File: config.mk
export PLATFORM = sky130hd
export DESIGN_NAME = mem_port_arbiter
export DESIGN_NICKNAME = d
export VERILOG_FILES = /design/src/rtl/mem_arb_pkg.sv /design/src/rtl/mem_port_arbiter_rr_pick2.sv /design/src/rtl/mem_port_arbiter.sv
export SDC_FILE = /design/constraint.sdc
export NUM_CORES = 1
export LEC_CHECK = 0
export CAP_MARGIN = 20
export CORE_ASPECT_RATIO = 0.5
export CORE_MARGIN = 4
export CORE_UTILIZATION = 25
export CTS_CLUSTER_DIAMETER = 100
export DETAILED_ROUTE_END_ITERATION = 10
export PLACE_DENSITY = 0.89
export SYNTH_ARGS = -nofsm -noshare
export SYNTH_HDL_FRONTEND = slang
export SYNTH_HIERARCHICAL = 1
export SYNTH_SLANG_ARGS = --single-unit
File: constraint.sdc
create_clock -name clk -period 4.9 [get_ports clk]
set_input_delay 0.735 -clock clk [delete_from_list [all_inputs] [get_ports clk]]
set_output_delay 0.735 -clock clk [all_outputs]
set_load 0.005 [all_outputs]
File: src/rtl/mem_arb_pkg.sv
// Shared types and constants for the two-master data-memory port arbiter.
package mem_arb_pkg;

   typedef enum logic {
      IDLE    = 1'b0,
      RD_WAIT = 1'b1
   } arb_state_t;

   localparam int M_CORE = 0;
   localparam int M_AUX  = 1;

   // Wide enough to hold RD_LAT-1 for the largest supported latency (7).
   localparam int CNT_W = 3;

   function automatic logic [31:0] sat_inc32(input logic [31:0] v);
      return (v == 32'hFFFF_FFFF) ? v : v + 32'd1;
   endfunction

endpackage

File: src/rtl/mem_port_arbiter_rr_pick2.sv
// rr_pick2: combinational two-way round-robin picker; on contention the
// requester that did not win last time is chosen.
module rr_pick2 (
   input  logic [1:0] i_req,
   input  logic       i_last,
   input  logic       i_enable,
   output logic [1:0] o_gnt,
   output logic       o_winner
);

   always_comb begin
      o_gnt    = 2'b00;
      o_winner = 1'b0;
      if (i_enable) begin
         case (i_req)
            2'b01: begin
               o_gnt    = 2'b01;
               o_winner = 1'b0;
            end
            2'b10: begin
               o_gnt    = 2'b10;
               o_winner = 1'b1;
            end
            2'b11: begin
               o_winner = ~i_last;
               o_gnt    = i_last ? 2'b01 : 2'b10;
            end
            default: begin
               o_gnt    = 2'b00;
               o_winner = 1'b0;
            end
         endcase
      end
   end

endmodule

File: src/rtl/mem_port_arbiter.sv
// Shares one data-memory port between the core (master 0) and a loader/debug
// master (master 1). Optional perf counters are enabled with ARB_PERF_EN.
module mem_port_arbiter
   import mem_arb_pkg::*;
#(
   parameter int ADDR_W = 16,
   parameter int DATA_W = 32,
   parameter int RD_LAT = 1
) (
   input  logic              clk,
   input  logic              rst,
   input  logic              m0_req,
   input  logic              m0_we,
   input  logic [ADDR_W-1:0] m0_addr,
   input  logic [DATA_W-1:0] m0_wdata,
   output logic              m0_gnt,
   output logic              m0_rvalid,
   output logic [DATA_W-1:0] m0_rdata,
   input  logic              m1_req,
   input  logic              m1_we,
   input  logic [ADDR_W-1:0] m1_addr,
   input  logic [DATA_W-1:0] m1_wdata,
   output logic              m1_gnt,
   output logic              m1_rvalid,
   output logic [DATA_W-1:0] m1_rdata,
   output logic              mem_we,
   output logic [ADDR_W-1:0] mem_address,
   output logic [DATA_W-1:0] mem_writeData,
   input  logic [DATA_W-1:0] mem_readData,
   output logic              o_dbg_state
`ifdef ARB_PERF_EN
   ,
   output logic [31:0]       perf_gnt0,
   output logic [31:0]       perf_gnt1,
   output logic [31:0]       perf_conflict
`endif
);

   generate
      if (RD_LAT < 1 || RD_LAT > 7) begin : g_bad_rd_lat
         $error("mem_port_arbiter: RD_LAT must be in 1..7");
      end
   endgenerate

   localparam logic [CNT_W-1:0] LOAD_CNT = CNT_W'(RD_LAT - 1);

   // Handshake: a master holds req/we/addr/wdata until it sees gnt high in
   // the same cycle; that cycle is the transfer. Read data comes back as a
   // one-cycle rvalid pulse RD_LAT cycles later on the owning master only.

   arb_state_t       r_state;
   arb_state_t       w_next_state;
   logic             r_owner;
   logic             w_next_owner;
   logic [CNT_W-1:0] r_cnt;
   logic [CNT_W-1:0] w_next_cnt;
   logic             r_last;
   logic             w_next_last;

   logic             w_return;
   logic             w_grant_ok;
   logic [1:0]       w_gnt;
   logic             w_winner;
   logic             w_any_gnt;
   logic             w_sel_we;
   logic             w_rv;

   assign w_return   = (r_state == RD_WAIT) && (r_cnt == '0);
   assign w_grant_ok = !rst && ((r_state == IDLE) || w_return);
   assign w_any_gnt  = |w_gnt;
   assign w_sel_we   = w_winner ? m1_we : m0_we;
   assign w_rv       = w_return && !rst;

   rr_pick2 u_pick (
      .i_req    ({m1_req, m0_req}),
      .i_last   (r_last),
      .i_enable (w_grant_ok),
      .o_gnt    (w_gnt),
      .o_winner (w_winner)
   );

   always_ff @(posedge clk) begin
      if (rst) begin
         r_state <= IDLE;
         r_owner <= 1'b0;
         r_cnt   <= '0;
         r_last  <= 1'b1;
      end else begin
         r_state <= w_next_state;
         r_owner <= w_next_owner;
         r_cnt   <= w_next_cnt;
         r_last  <= w_next_last;
      end
   end

   always_comb begin
      w_next_state = r_state;
      w_next_owner = r_owner;
      w_next_cnt   = r_cnt;
      w_next_last  = r_last;
      if (w_any_gnt) begin
         w_next_last = w_winner;
         if (!w_sel_we) begin
            w_next_state = RD_WAIT;
            w_next_owner = w_winner;
            w_next_cnt   = LOAD_CNT;
         end else begin
            w_next_state = IDLE;
         end
      end else if (w_return) begin
         w_next_state = IDLE;
      end else if (r_state == RD_WAIT) begin
         w_next_cnt = r_cnt - 1'b1;
      end
   end

   always_comb begin
      m0_gnt        = w_gnt[M_CORE];
      m1_gnt        = w_gnt[M_AUX];
      mem_we        = 1'b0;
      mem_address   = '0;
      mem_writeData = '0;
      if (w_any_gnt) begin
         mem_we        = w_sel_we;
         mem_address   = w_winner ? m1_addr  : m0_addr;
         mem_writeData = w_winner ? m1_wdata : m0_wdata;
      end
      m0_rvalid   = w_rv && (r_owner == 1'b0);
      m1_rvalid   = w_rv && (r_owner == 1'b1);
      m0_rdata    = m0_rvalid ? mem_readData : '0;
      m1_rdata    = m1_rvalid ? mem_readData : '0;
      o_dbg_state = r_state;
   end

`ifdef ARB_PERF_EN
   logic [31:0] r_perf_gnt0;
   logic [31:0] r_perf_gnt1;
   logic [31:0] r_perf_conflict;
   logic        w_conflict;

   // Contention cycles plus cycles where a request waits behind a read.
   assign w_conflict = (m0_req && m1_req) ||
                       ((m0_req || m1_req) && (r_state == RD_WAIT) && !w_return);

   always_ff @(posedge clk) begin
      if (rst) begin
         r_perf_gnt0     <= '0;
         r_perf_gnt1     <= '0;
         r_perf_conflict <= '0;
      end else begin
         if (w_gnt[M_CORE]) r_perf_gnt0 <= sat_inc32(r_perf_gnt0);
         if (w_gnt[M_AUX])  r_perf_gnt1 <= sat_inc32(r_perf_gnt1);
         if (w_conflict)    r_perf_conflict <= sat_inc32(r_perf_conflict);
      end
   end

   assign perf_gnt0     = r_perf_gnt0;
   assign perf_gnt1     = r_perf_gnt1;
   assign perf_conflict = r_perf_conflict;
`endif

endmodule

### Yosys cells after proc, flatten, opt, wreduce, memory -nomap -nowiden

Cells that the tools add are included.

* add/subtract/negate cells: 1
* equality and inequality tests: 5
* mux-type cells: 20
* bitwise logic cells: 4
* reductions and logical operators: 13

Operator list (count)
* two-way mux 32 bit: 4
* two-way mux 16 bit: 2
* two-way mux 3 bit: 4
* two-way mux 1 bit: 6
* case mux 2 bit (3 select lines): 1
* logical AND 1 bit: 5
* == test 2 bit, second input constant: 2
* two-way mux 2 bit: 2
* inverter 1 bit: 4
* nonzero test 2 bit: 2
* zero test 3 bit: 1
* AND reduction 3 bit: 1
* subtractor 3 x 1 -> 3 bit, second input constant: 1
* == test 2 x 1 -> 1 bit, second input constant: 1
* inequality test 2 x 1 -> 1 bit, second input constant: 1
* inequality test 2 bit, second input constant: 1
* case mux 1 bit (2 select lines): 1
* AND reduction 2 bit: 1
* OR reduction 2 bit: 1
* zero test 1 bit: 1
* logical OR 1 bit: 1

* register bits: 6
* input port bits: 134
* output and inout port bits: 118
* word-level logic and storage cells: 47

### Depth between registers and ports, before layout

* depth after elaboration: 8
* depth in mapped cells: 12
* depth with buffers taken out: 11

### Cells and area by module

Netlist, hierarchy kept.

By module, submodules not included
* mem_port_arbiter: instances 1, cells an instance 220, area each 1557.7 um^2, seq. area each 120.1 um^2
* rr_pick2: instances 1, cells an instance 6, area each 26.3 um^2, seq. area each 0.0 um^2

### Worst setup path before layout

No wires, ideal clock.

* kind: input -> output
* start point: in rst
* end point: out mem_address[0]
* arrival: 1.910 ns
* required time: 4.165 ns
* path slack: 2.255 ns
* stages on the path: 7
* buffers on the path: 2
* cell sequence: buf_4 > nor2b_1 > nand2_1 > a21oi_1 > nor2_4 > buf_1 > nor2_1

* longest elaborated chain between the ends: 5
* elaborated cells on any way between the ends: 7
* those cells by class: mux: 4; reduce/logical: 3

RTL lines
* from (decl): line mem_port_arbiter.sv:11 `input logic rst,`
* zero test 1 bit: line mem_port_arbiter.sv:69 `assign w_grant_ok = !rst && ((r_state == IDLE) || w_return);`
* logical AND 1 bit: line mem_port_arbiter.sv:69
* via w_grant_ok: line mem_port_arbiter.sv:61 `logic w_grant_ok;`
* two-way mux 2 bit: line mem_port_arbiter_rr_pick2.sv:14 `if (i_enable) begin`
* via m1_gnt: line mem_port_arbiter.sv:23 `output logic m1_gnt,`
* OR reduction 2 bit: line mem_port_arbiter.sv:70 `assign w_any_gnt = |w_gnt;`
* two-way mux 16 bit: line mem_port_arbiter.sv:123 `if (w_any_gnt) begin`
* to (decl): line mem_port_arbiter.sv:27 `output logic [ADDR_W-1:0] mem_address,`

The timed path passes the listed nets, and every way through them passes these cells.

### Worst setup path in the final report

* start point: in rst
* end point: out mem_address[8]

* longest elaborated chain between the ends: 5
* elaborated cells on any way between the ends: 7
* those cells by class: mux: 4; reduce/logical: 3

RTL lines (line)
* zero test 1 bit *: mem_port_arbiter.sv:69
* logical AND 1 bit *: mem_port_arbiter.sv:69
* via w_grant_ok: mem_port_arbiter.sv:61
* two-way mux 1 bit / two-way mux 2 bit (equally long branches): mem_port_arbiter_rr_pick2.sv:14
* two-way mux 16 bit / OR reduction 2 bit (equally long branches): mem_port_arbiter.sv:125, mem_port_arbiter.sv:70
* two-way mux 16 bit *: mem_port_arbiter.sv:123

The timed path passes the listed nets; every way through them passes the cells marked *.

==> flow_metrics.py <==
metrics = {
    "global_routing": {
        "antenna_found_initial": 0,
        "track_usage": 0.214,
        "grt-ovfl-total": 0,
        "first_global_vias": 2537,
        "grt_max_degree": 34,
        "grt_pass1_wl_um": 13300,
    },
    "synth": {
        "synth_xor_xnor_area_share": 0,
        "synth_top_family_by_area": "simple AND/OR/NAND/NOR gates",
        "synthCells": 226,
        "synthAdderAreaFrac": 0.0158,
        "yosysUniqueCellTypes": 29,
        "ys_warn_count": 6,
        "avgSynthCellArea_um2": 7.01,
        "synth_compound_area_frac": 0.0261,
        "yosys.area_share.simple": 0.480,
        "ys_ff_latch": 6,
        "synth_fp_nets": 362,
        "seq_area_frac_synth": 0.0758,
        "syn_area_um2": 1580,
        "synth.mux.area_fraction": 0.313,
    },
    "drt": {
        "viasPerCell": 4.33,
        "drt_iter0_markers": 80,
        "dr.pass1.iters": 4,
        "vias": 2396,
        "wl_per_cell_um": 15.7,
        "drc": 0,
        "antenna_left": 0,
        "wl_um": 8670,
    },
    "clock_network": {
        "insertion_delay_ns": 0.23,
        "path_clk_slew_ns": 0.03,
        "cts_resized": 0,
        "holdBufCountCts": 0,
        "cts_setup_buffers": 0,
        "numCtsBuffers": 3,
        "root_buffer": "clkbuf_16",
        "clock-sinks": 6,
        "clockBufferDepth": 2,
        "cts_tree": "done",
        "h-tree-depth": 1,
    },
    "sta": {
        "drv_slew": 0,
        "fin_crit_sh": 0.824,
        "slew-limit-headroom": 0.331,
        "report.final.setup_viol": 0,
        "timing.fmax_mhz": 248,
        "final_hold_viol_count": 0,
        "worst_pin_slew_ns": 1.00,
        "final.setup.tns_ns": 0,
        "finalClockSkew_ns": 0.00232,
        "timing.final.ws_setup_ns": 0.863,
        "period_needed_ns": 4.04,
        "rsz0062_at_grt": "false",
    },
    "final_layout": {
        "n_antenna_cell": 0,
        "finish.net_count": 603,
        "post-route-util": 0.689,
        "layout-drive-gt1-share": 0.0344,
        "stdcell_area_um2": 4210,
        "syn2layout_area_growth_pct": 166,
        "multi_input_comb_area_um2": 1330,
        "final-seq-area_um2": 120,
        "stdcell_count": 553,
        "fill_cells": 497,
    },
    "power_and_ir_drop": {
        "clock_power_share": 0.285,
        "combPwrFrac": 0.602,
        "leakage_nw": 1.56,
        "p_seq_frac": 0.113,
        "ir_drop_v": 0.0000894,
        "p_switching_mw": 0.122,
        "p_int_mw": 0.346,
        "swShare": 0.261,
        "p_per_area_nw_per_um2": 111,
    },
    "setup_path": {
        "path_max_fanout": 30,
        "cpMostUsedCell": "clkdlybuf4s50_1",
        "worstPathArrival_ns": 3.30,
        "path_delay_family": "buffers and inverters",
        "start_kind": "primary input",
        "crit_chain": "clkdlybuf4s50_1 > nor2b_1 > nand2_1 > a21oi_1 > nor2_4 > buf_12 > nor2_1 > clkdlybuf4s50_1",
        "cpMaxStageDelayCell": "clkdlybuf4s50_1",
        "critPathMaxStageDelay_ns": 0.65,
        "critPathKind": "primary input to output port",
        "required_ns": 4.16,
        "cp-end-kind": "output port",
        "crit_buf_inv": 3,
    },
    "placement": {
        "place_inst": 550,
        "gp_congestion": 0.828,
        "post_dp_cell_area_um2": 4130,
        "place_ws_ns": 0.949,
        "dp_hpwl_um": 7300,
        "io_buffers": 251,
    },
    "hold_path": {
        "worstHoldPathType": "flip-flop to flip-flop",
    },
    "floorplanning": {
        "floorplan.initialDensity": 0.259,
        "rows": 20,
        "coreArea_um2": 6110,
        "dieWidth_um": 121,
        "ios": 252,
        "fp.dieH_um": 64.3,
        "die-area_um2": 7750,
    },
    "status": {
        "status": "finished clean",
    },
    "flow_run": {
        "maxCapViolations": 0,
    },
}
-- power by group through the flow --
stage	sequential (mW)	combinational, mW	clock [mW]
finish	0.0530	0.282	0.133
global route	0.0530	0.303	0.137
CTS	0.0528	0.285	0.134
detailed placement	0.0535	0.283	0
global placement	0.0534	0.280	0
floorplan	0.0526	0.0859	0
-- cells in the final DEF, fill, tap and decap left out, types with 2 or more instances in the layout --
cell / Yosys / routed
buf_4: 6 / 2
a21oi_1: 4 / 3
a31oi_1: 2 / 2
mux2i_1: 48 / 48
ha_1: 2 / 2
and2_1: 64 / 64
nand2b_1: 3 / 3
clkdlybuf4s50_1: 0 / 251
dfxtp_1: 6 / 6
clkbuf_16: 0 / 3
nand2_1: 6 / 6
nand3_1: 4 / 4
inv_1: 5 / 5
nor2_1: 50 / 50
-- metrics by stage --
step           hold slack [ns]  power (mW)
6_report                 0.516       0.468
4_1_cts                  0.510       0.471
3_3_place_gp             0.472       0.333
5_1_grt                  0.553       0.493
2_1_floorplan            0.447       0.139
3_5_place_dp             0.485       0.336
-- synth_stat cells --
| cell type | number | share of area |
|---|---|---|
| nor3b_2 | 1 | 0.0079 |
| and2_1 | 64 | 0.25 |
| or2_2 | 1 | 0.0040 |
| nor4_1 | 1 | 0.0040 |
| inv_2 | 1 | 0.0024 |
| buf_2 | 5 | 0.016 |
| buf_4 | 6 | 0.028 |
| ha_1 | 2 | 0.016 |
| buf_6 | 3 | 0.021 |
| nor3_1 | 1 | 0.0032 |
| nand2_1 | 6 | 0.014 |
| nand3b_1 | 1 | 0.0047 |
| nor2_4 | 1 | 0.0071 |
| inv_1 | 5 | 0.012 |
| nand2_2 | 1 | 0.0040 |
| buf_1 | 4 | 0.0095 |
| nor3b_4 | 1 | 0.012 |
| nor2b_1 | 1 | 0.0040 |
| a311oi_1 | 1 | 0.0055 |
| a21oi_1 | 4 | 0.013 |
| mux2_4 | 1 | 0.0095 |
| mux2i_1 | 48 | 0.30 |
| nand3_1 | 4 | 0.013 |
| a31oi_1 | 2 | 0.0079 |
| nor3_4 | 1 | 0.010 |
| nor4b_2 | 1 | 0.0095 |
| nand2b_1 | 3 | 0.012 |
| dfxtp_1 | 6 | 0.076 |
| nor2_1 | 50 | 0.12 |
-- flip-flops by register name, indices dropped and copies added, names as in the netlist --
| register | cells |
|---|---|
| r_last | 1 |
| r_cnt | 3 |
| o_dbg_state | 1 |
| r_owner | 1 |
-- cell families (layout without fill, tap and decap cells) --
family / count (synthesis) / count (layout)
buffers and inverters: 24 / 263
adder cells (fa/ha/maj): 2 / 2
multiplexers: 49 / 49
AND/OR/NAND/NOR: 138 / 138
flip-flops: 6 / 6
AO/OA/AOI/OAI: 7 / 7
-- final cells by class --
type	instances	area share
flip-flops and latches	6	0.0285
well taps	88	0.0262
clock buffers	3	0.0178
multi-input cells	196	0.317
inverters	6	0.00535
repair buffers	254	0.605
-- metal layers --
layer  share of wire  track usage
met1            0.37        0.227
met2            0.56        0.425
met3           0.057       0.0477
met4           0.017       0.0551
met5               0            0
-- final timing paths --
check,startpoint,end,slack (ns),depth (start not counted)
max reg2reg,r_cnt[0],r_cnt[0],2.31,10
min,r_cnt[2],r_cnt[2],0.52,2
max,rst,mem_address[8],0.86,8
min reg2reg,r_cnt[2],r_cnt[2],0.52,2
-- worst min-delay path: stages, from the launching register on --
cell,delay (ns)
dfxtp_1,0.32
nand3_1,0.07
a31oi_1,0.06
Note: power is estimated with default switching activity, not from simulation.
==> patch 1, RTL diff (config.mk and constraints unchanged) <==
`ADDR_W`: 16 -> 15.
--- a/src/rtl/mem_port_arbiter.sv
+++ b/src/rtl/mem_port_arbiter.sv
@@ -3,7 +3,7 @@
 module mem_port_arbiter
    import mem_arb_pkg::*;
 #(
-   parameter int ADDR_W = 16,
+   parameter int ADDR_W = 15,
    parameter int DATA_W = 32,
    parameter int RD_LAT = 1
 ) (
Interface: changed (resized m0_addr, m1_addr and mem_address); port bits go from 252 to 249. The function was not compared with the original's and may differ.
==> patch 1 against the original RTL <==
  * Synthesized area shrank 1.3%
  * Register-to-register slack improved by 0.10 ns
  * Count of clock-buffer cells in the layout unchanged
  * Final cell count decreased by 0.90%
  * Critical endpoint is now mem_address[6]
  * Worst setup slack better by 0.092 ns
  * Routed wire length is 7.9% lower
  * Largest power group unchanged
  * Total power shrank 2.4%
  * Non-clock buffer count is 3 lower
  * Synthesized cell count fell by 0.88%
  * Critical path depth is the same
  * Sequential cell count is the same
  * Design area decreased by 1.0%
  * Clock skew about the same
==> patch 1: results (changes against the original RTL) <==
[run_status]
outcome = finished clean  ; unchanged

[critical_path]
arrival_ns = 3.21  ; was 3.30 ns
worst-path-stages = 8  ; unchanged
critPathSlowestCell = clkdlybuf4s50_1  ; unchanged
critPathMaxFanout = 43  ; was 30
cp-startpoint = rst  ; unchanged
critical_path.max_stage_delay_ns = 0.63  ; was 0.65 ns
crit_family = buffers and inverters  ; unchanged
cp-endpoint = mem_address[6]  ; was mem_address[8]
reg2reg_to = r_owner  ; was r_cnt[0]
r2r_setup_slack_ns = 2.41  ; was 2.31 ns
worstRegToRegCells = 11  ; was 10
rr_startpoint = r_cnt[0]  ; unchanged

[finish]
final_nets = 596  ; was 603
buffers = 251  ; was 254
drive_gt1_frac = 0.0348  ; was 0.0344
buf_share = 0.604  ; was 0.605
multi_input_area_share = 0.317  ; about the same
seq_share = 0.0288  ; was 0.0285
fill_cells = 487  ; was 497
n_clock_buffer = 3  ; unchanged
clock_area_frac = 0.0180  ; was 0.0178
multi_input_cells = 194  ; was 196
largest_reg_flops = 3  ; unchanged
synthToLayoutAreaGrowth_pct = 167  ; was 166%

[placed_design]
place_area_sq_mm = 0.00409  ; was 0.00413 sq mm
numPortBuffers = 248  ; was 251
gp_congestion = 0.865  ; was 0.828
hpwlAfterDp_microns = 6800  ; was 7300 microns

[synthesis]
synth_common_cells = and2_1 (64), nor2_1 (49), mux2i_1 (47)  ; was and2_1 (64), nor2_1 (50), mux2i_1 (48)
ys.warnings.count = 6  ; unchanged
yosysSeqAreaShare = 0.0769  ; was 0.0758
synthArstFlopShare = 0  ; unchanged
synth_nets = 358  ; was 362
synth.top_cells.by_area = mux2i_1 (30%), and2_1 (26%), nor2_1 (12%)  ; was mux2i_1 (30%), and2_1 (25%), nor2_1 (12%)
avgSynthCellArea_sq_um = 6.98  ; was 7.01 sq um
ys_ff_latch = 6  ; unchanged

[clocking]
cts_resized = 0  ; unchanged
cts_setup_buffers = 0  ; unchanged
ctsRootBufferMaster = clkbuf_16  ; unchanged
cts_tree = yes  ; unchanged
clk-insertion-delay-late_ns = 0.23  ; about the same
clk_pin_slew_ns = 0.03  ; about the same

[flow_run]
drv_cap = 0  ; unchanged

[drt]
wl_microns = 7980  ; was 8670 microns
vias_per_cell = 4.21  ; was 4.33
drt_iter0_markers = 71  ; was 80

[global_routing]
antenna_found_initial = 0  ; unchanged
grt_max_degree = 44  ; was 34
grt_usage = 0.195  ; was 0.214
first_global_vias = 2332  ; was 2537
grt_first_pass_wirelength_microns = 12100  ; was 13300 microns

[timing]
clock-skew-final_ns = 0.00213  ; was 0.00232 ns
finalSetupViolCount = 0  ; unchanged
tightestPinTransition_ns = 1.01  ; was 1.00 ns

[pwr]
p_leak_nw = 1.54  ; was 1.56 nW
vdd_drop_max_uv = 93.7  ; was 89.4 uV

[min_path]
hold_path.class = reg2reg  ; unchanged

[patch 1: changes by cell type after synthesis, sizes merged]
| cell | unedited run | this run |
|---|---|---|
| buf | 18 | 14 |
| clkbuf | 0 | 4 |
| nor2 | 51 | 50 |
| mux2i | 48 | 47 |
[patch 1: worst min-delay path by stage]
stage          startpoint        to  slack (ns)  depth (start not counted)
2_1_floorplan    r_cnt[0]  r_cnt[0]        0.45                          1
3_3_place_gp     r_cnt[0]  r_cnt[0]        0.47                          1
3_5_place_dp     r_cnt[0]  r_cnt[0]        0.48                          1
4_1_cts          r_cnt[0]  r_cnt[0]        0.49                          1
5_1_grt          r_cnt[0]  r_cnt[0]        0.52                          1
6_report         r_cnt[0]  r_cnt[0]        0.50                          1
[patch 1: layer usage]
metal  wire, microns  vias up  part of all wire  global-route usage
li1                -     1204                 -                   -
met1            2980     1016              0.37               0.214
met2            4370       84              0.55               0.383
met3             576        4             0.072              0.0539
met4              50        0            0.0063              0.0271
met5               0        -                 0                   0
[patch 1: power by group]
| part | total, mW | internal [mW] | switching [mW] |
|---|---|---|---|
| registers | 0.0527 | 0.0507 | 0.00203 |
| logic | 0.276 | 0.187 | 0.0881 |
| clock network | 0.129 | 0.104 | 0.0246 |
[patch 1: cell families (layout without fill, tap and decap cells)]
family / Yosys count / count (layout) / synth area share
AO/OA/AOI/OAI: 7 / 7 / 0.0264
adder cells (fa/ha/maj): 2 / 2 / 0.0160
buffers and inverters: 24 / 260 / 0.0889
flip-flops: 6 / 6 / 0.0769
multiplexers: 48 / 48 / 0.311
AND/OR/NAND/NOR: 137 / 137 / 0.481
[patch 1: through the flow]
step                power (mW)  setup WS [ns]  instances
detailed placement       0.330          0.946        545
finish                   0.457          0.955        548
global route             0.483          0.744        548
CTS                      0.463          0.941        548
floorplan                0.136           2.30        224
global placement         0.328          0.955        545
==> patch 2, RTL diff (same settings) <==
Without the edit above. Put a register stage on the output `o_dbg_state`, without a reset. The value now appears one clock later. The other outputs are not delayed to match.
--- a/src/rtl/mem_port_arbiter.sv
+++ b/src/rtl/mem_port_arbiter.sv
@@ -35,6 +35,8 @@
    output logic [31:0]       perf_conflict
 `endif
 );
+
+   logic o_dbg_state_d;
 
    generate
       if (RD_LAT < 1 || RD_LAT > 7) begin : g_bad_rd_lat
@@ -129,7 +131,7 @@
       m1_rvalid   = w_rv && (r_owner == 1'b1);
       m0_rdata    = m0_rvalid ? mem_readData : '0;
       m1_rdata    = m1_rvalid ? mem_readData : '0;
-      o_dbg_state = r_state;
+      o_dbg_state_d = r_state;
    end
 
 `ifdef ARB_PERF_EN
@@ -159,5 +161,9 @@
    assign perf_conflict = r_perf_conflict;
 `endif
 
+   always_ff @(posedge clk) begin
+      o_dbg_state <= o_dbg_state_d;
+   end
+
 endmodule
 
Function: changed (Yosys sat finds a counterexample within 4 cycles, from zero or initial values and one cycle with rst high).
==> patch 2 against the original RTL <==
  * Routed wire length decreased by 2.8%
  * Via count unchanged
  * Worst setup slack improved by 0.10 ns
  * Sequential cell count increased by 1
  * Critical path depth increased by 1
  * Clock skew about the same
  * Design area increased by 0.92%
  * Non-clock buffer count increased by 2
  * Synthesized area increased by 1.3%
  * Total power increased by 3.1%
  * Critical endpoint is now mem_address[13]
  * Largest cell class unchanged
  * Highest routed layer unchanged
==> patch 2: results (changes against the original RTL) <==
[finish]
final_nets = 606  ; was 603
fill_cells = 476  ; was 497
drive_gt1_frac = 0.0384  ; was 0.0344
final_cells = 557  ; was 553
diodes = 0  ; unchanged
largest_reg_flops = 3  ; unchanged
regMostFlops = r_cnt  ; unchanged

[clocking]
cts_max_path_buffers = 2  ; unchanged
ctsRootBufferMaster = clkbuf_16  ; unchanged
clk-insertion-delay-late_ns = 0.23  ; about the same
cts_setup_buffers = 0  ; unchanged
clk_pin_slew_ns = 0.03  ; about the same
cts_buffers = 3  ; unchanged
cts.htree.levels = 1  ; unchanged
cts_resized = 0  ; unchanged

[run_status]
outcome = finished clean  ; unchanged

[global_routing]
antenna_found_initial = 0  ; unchanged
grt_overflow = 0  ; unchanged
grt_first_pass_wirelength_microns = 12500  ; was 13300 microns
grt_max_degree = 54  ; was 34
grt_usage = 0.200  ; was 0.214

[placed_design]
place_area_sq_mm = 0.00415  ; was 0.00413 sq mm
gp_congestion = 0.795  ; was 0.828
place_inst = 552  ; was 550
pre_cts_slack_ns = 0.873  ; was 0.949 ns
hpwlAfterDp_microns = 7060  ; was 7300 microns
numPortBuffers = 251  ; unchanged

[timing]
clock-skew-final_ns = 0.00210  ; was 0.00232 ns
relSlewSlack = 0.414  ; was 0.331

[synthesis]
synthArstFlopShare = 0  ; unchanged
ys.warnings.count = 6  ; unchanged
synth_nets = 363  ; was 362
synth_ff_type = dfxtp_1  ; unchanged
yosysSeqAreaShare = 0.0874  ; was 0.0758
synth_common_cells = and2_1 (64), nor2_1 (50), mux2i_1 (48), dfxtp_1 (7)  ; was and2_1 (64), nor2_1 (50), mux2i_1 (48)
avgSynthCellArea_sq_um = 7.07  ; was 7.01 sq um
synth.top_cells.by_area = mux2i_1 (30%), and2_1 (25%), nor2_1 (12%)  ; unchanged
synth_cell_types = 29  ; unchanged

[drt]
wl_per_cell_microns = 15.1  ; was 15.7 microns
drt-pass1-iter-count = 4  ; unchanged
drt_iter0_markers = 98  ; was 80
remaining_drc_errors = 0  ; unchanged
via_count = 2396  ; unchanged

[pwr]
vdd_drop_max_uv = 106  ; was 89.4 uV
p_leak_nw = 1.58  ; was 1.56 nW

[critical_path]
arrival_ns = 3.20  ; was 3.30 ns
critPathMaxFanout = 31  ; was 30

[min_path]
hold_path.class = reg2reg  ; unchanged

## patch 2: cell count changes in the layout (fill, tap and decap cells not counted), sizes merged
cell / change
buf: +2
clkbuf: +1
dfxtp: +1
## patch 2: area by class of cell
cell class	instances	area (sq um)	area share
clock buffers	4	78.8	0.0186
inverters	6	22.5	0.00530
multi-input cells	196	1330	0.314
flip-flops and latches	7	140	0.0330
well taps	88	110	0.0259
repair buffers	256	2560	0.603
## patch 2: routing by layer
layer | share of wire | global-route usage
met5 | 0 | 0
met4 | 0.015 | 0.0615
met3 | 0.065 | 0.0453
met2 | 0.56 | 0.408
met1 | 0.36 | 0.202
## patch 2: worst paths after layout
path                                    start         endpoint  slack (ns)  cells after the start
worst min register to register  o_dbg_state_d      o_dbg_state        0.41                      0
worst min-delay path            o_dbg_state_d      o_dbg_state        0.41                      0
worst max register to register       r_cnt[0]          r_owner        2.56                     10
worst max-delay path                      rst  mem_address[13]        0.97                      9
## patch 2: cell families (layout without fill, tap and decap cells)
group                    count (synthesis)  after routing  share of synthesized area
buffers and inverters                   24            266                     0.0881
AO/OA/AOI/OAI                            7              7                     0.0257
multiplexers                            49             49                      0.309
adder cells (fa/ha/maj)                  2              2                     0.0156
flip-flops                               7              7                     0.0874
AND/OR/NAND/NOR                        138            138                      0.474
## patch 2: where the power goes
part	switching, mW	internal (mW)
sequential	0.00228	0.0594
clock	0.0323	0.108
combinational	0.0894	0.191
## patch 2: worst max-delay path: stages
cell and delay [ns]:
clkdlybuf4s50_1 0.40, buf_4 0.18, nor2b_1 0.16, nand2_1 0.13
a21oi_4 0.26, buf_4 0.50, mux2i_1 0.15, nor2_1 0.13
clkdlybuf4s50_1 0.53
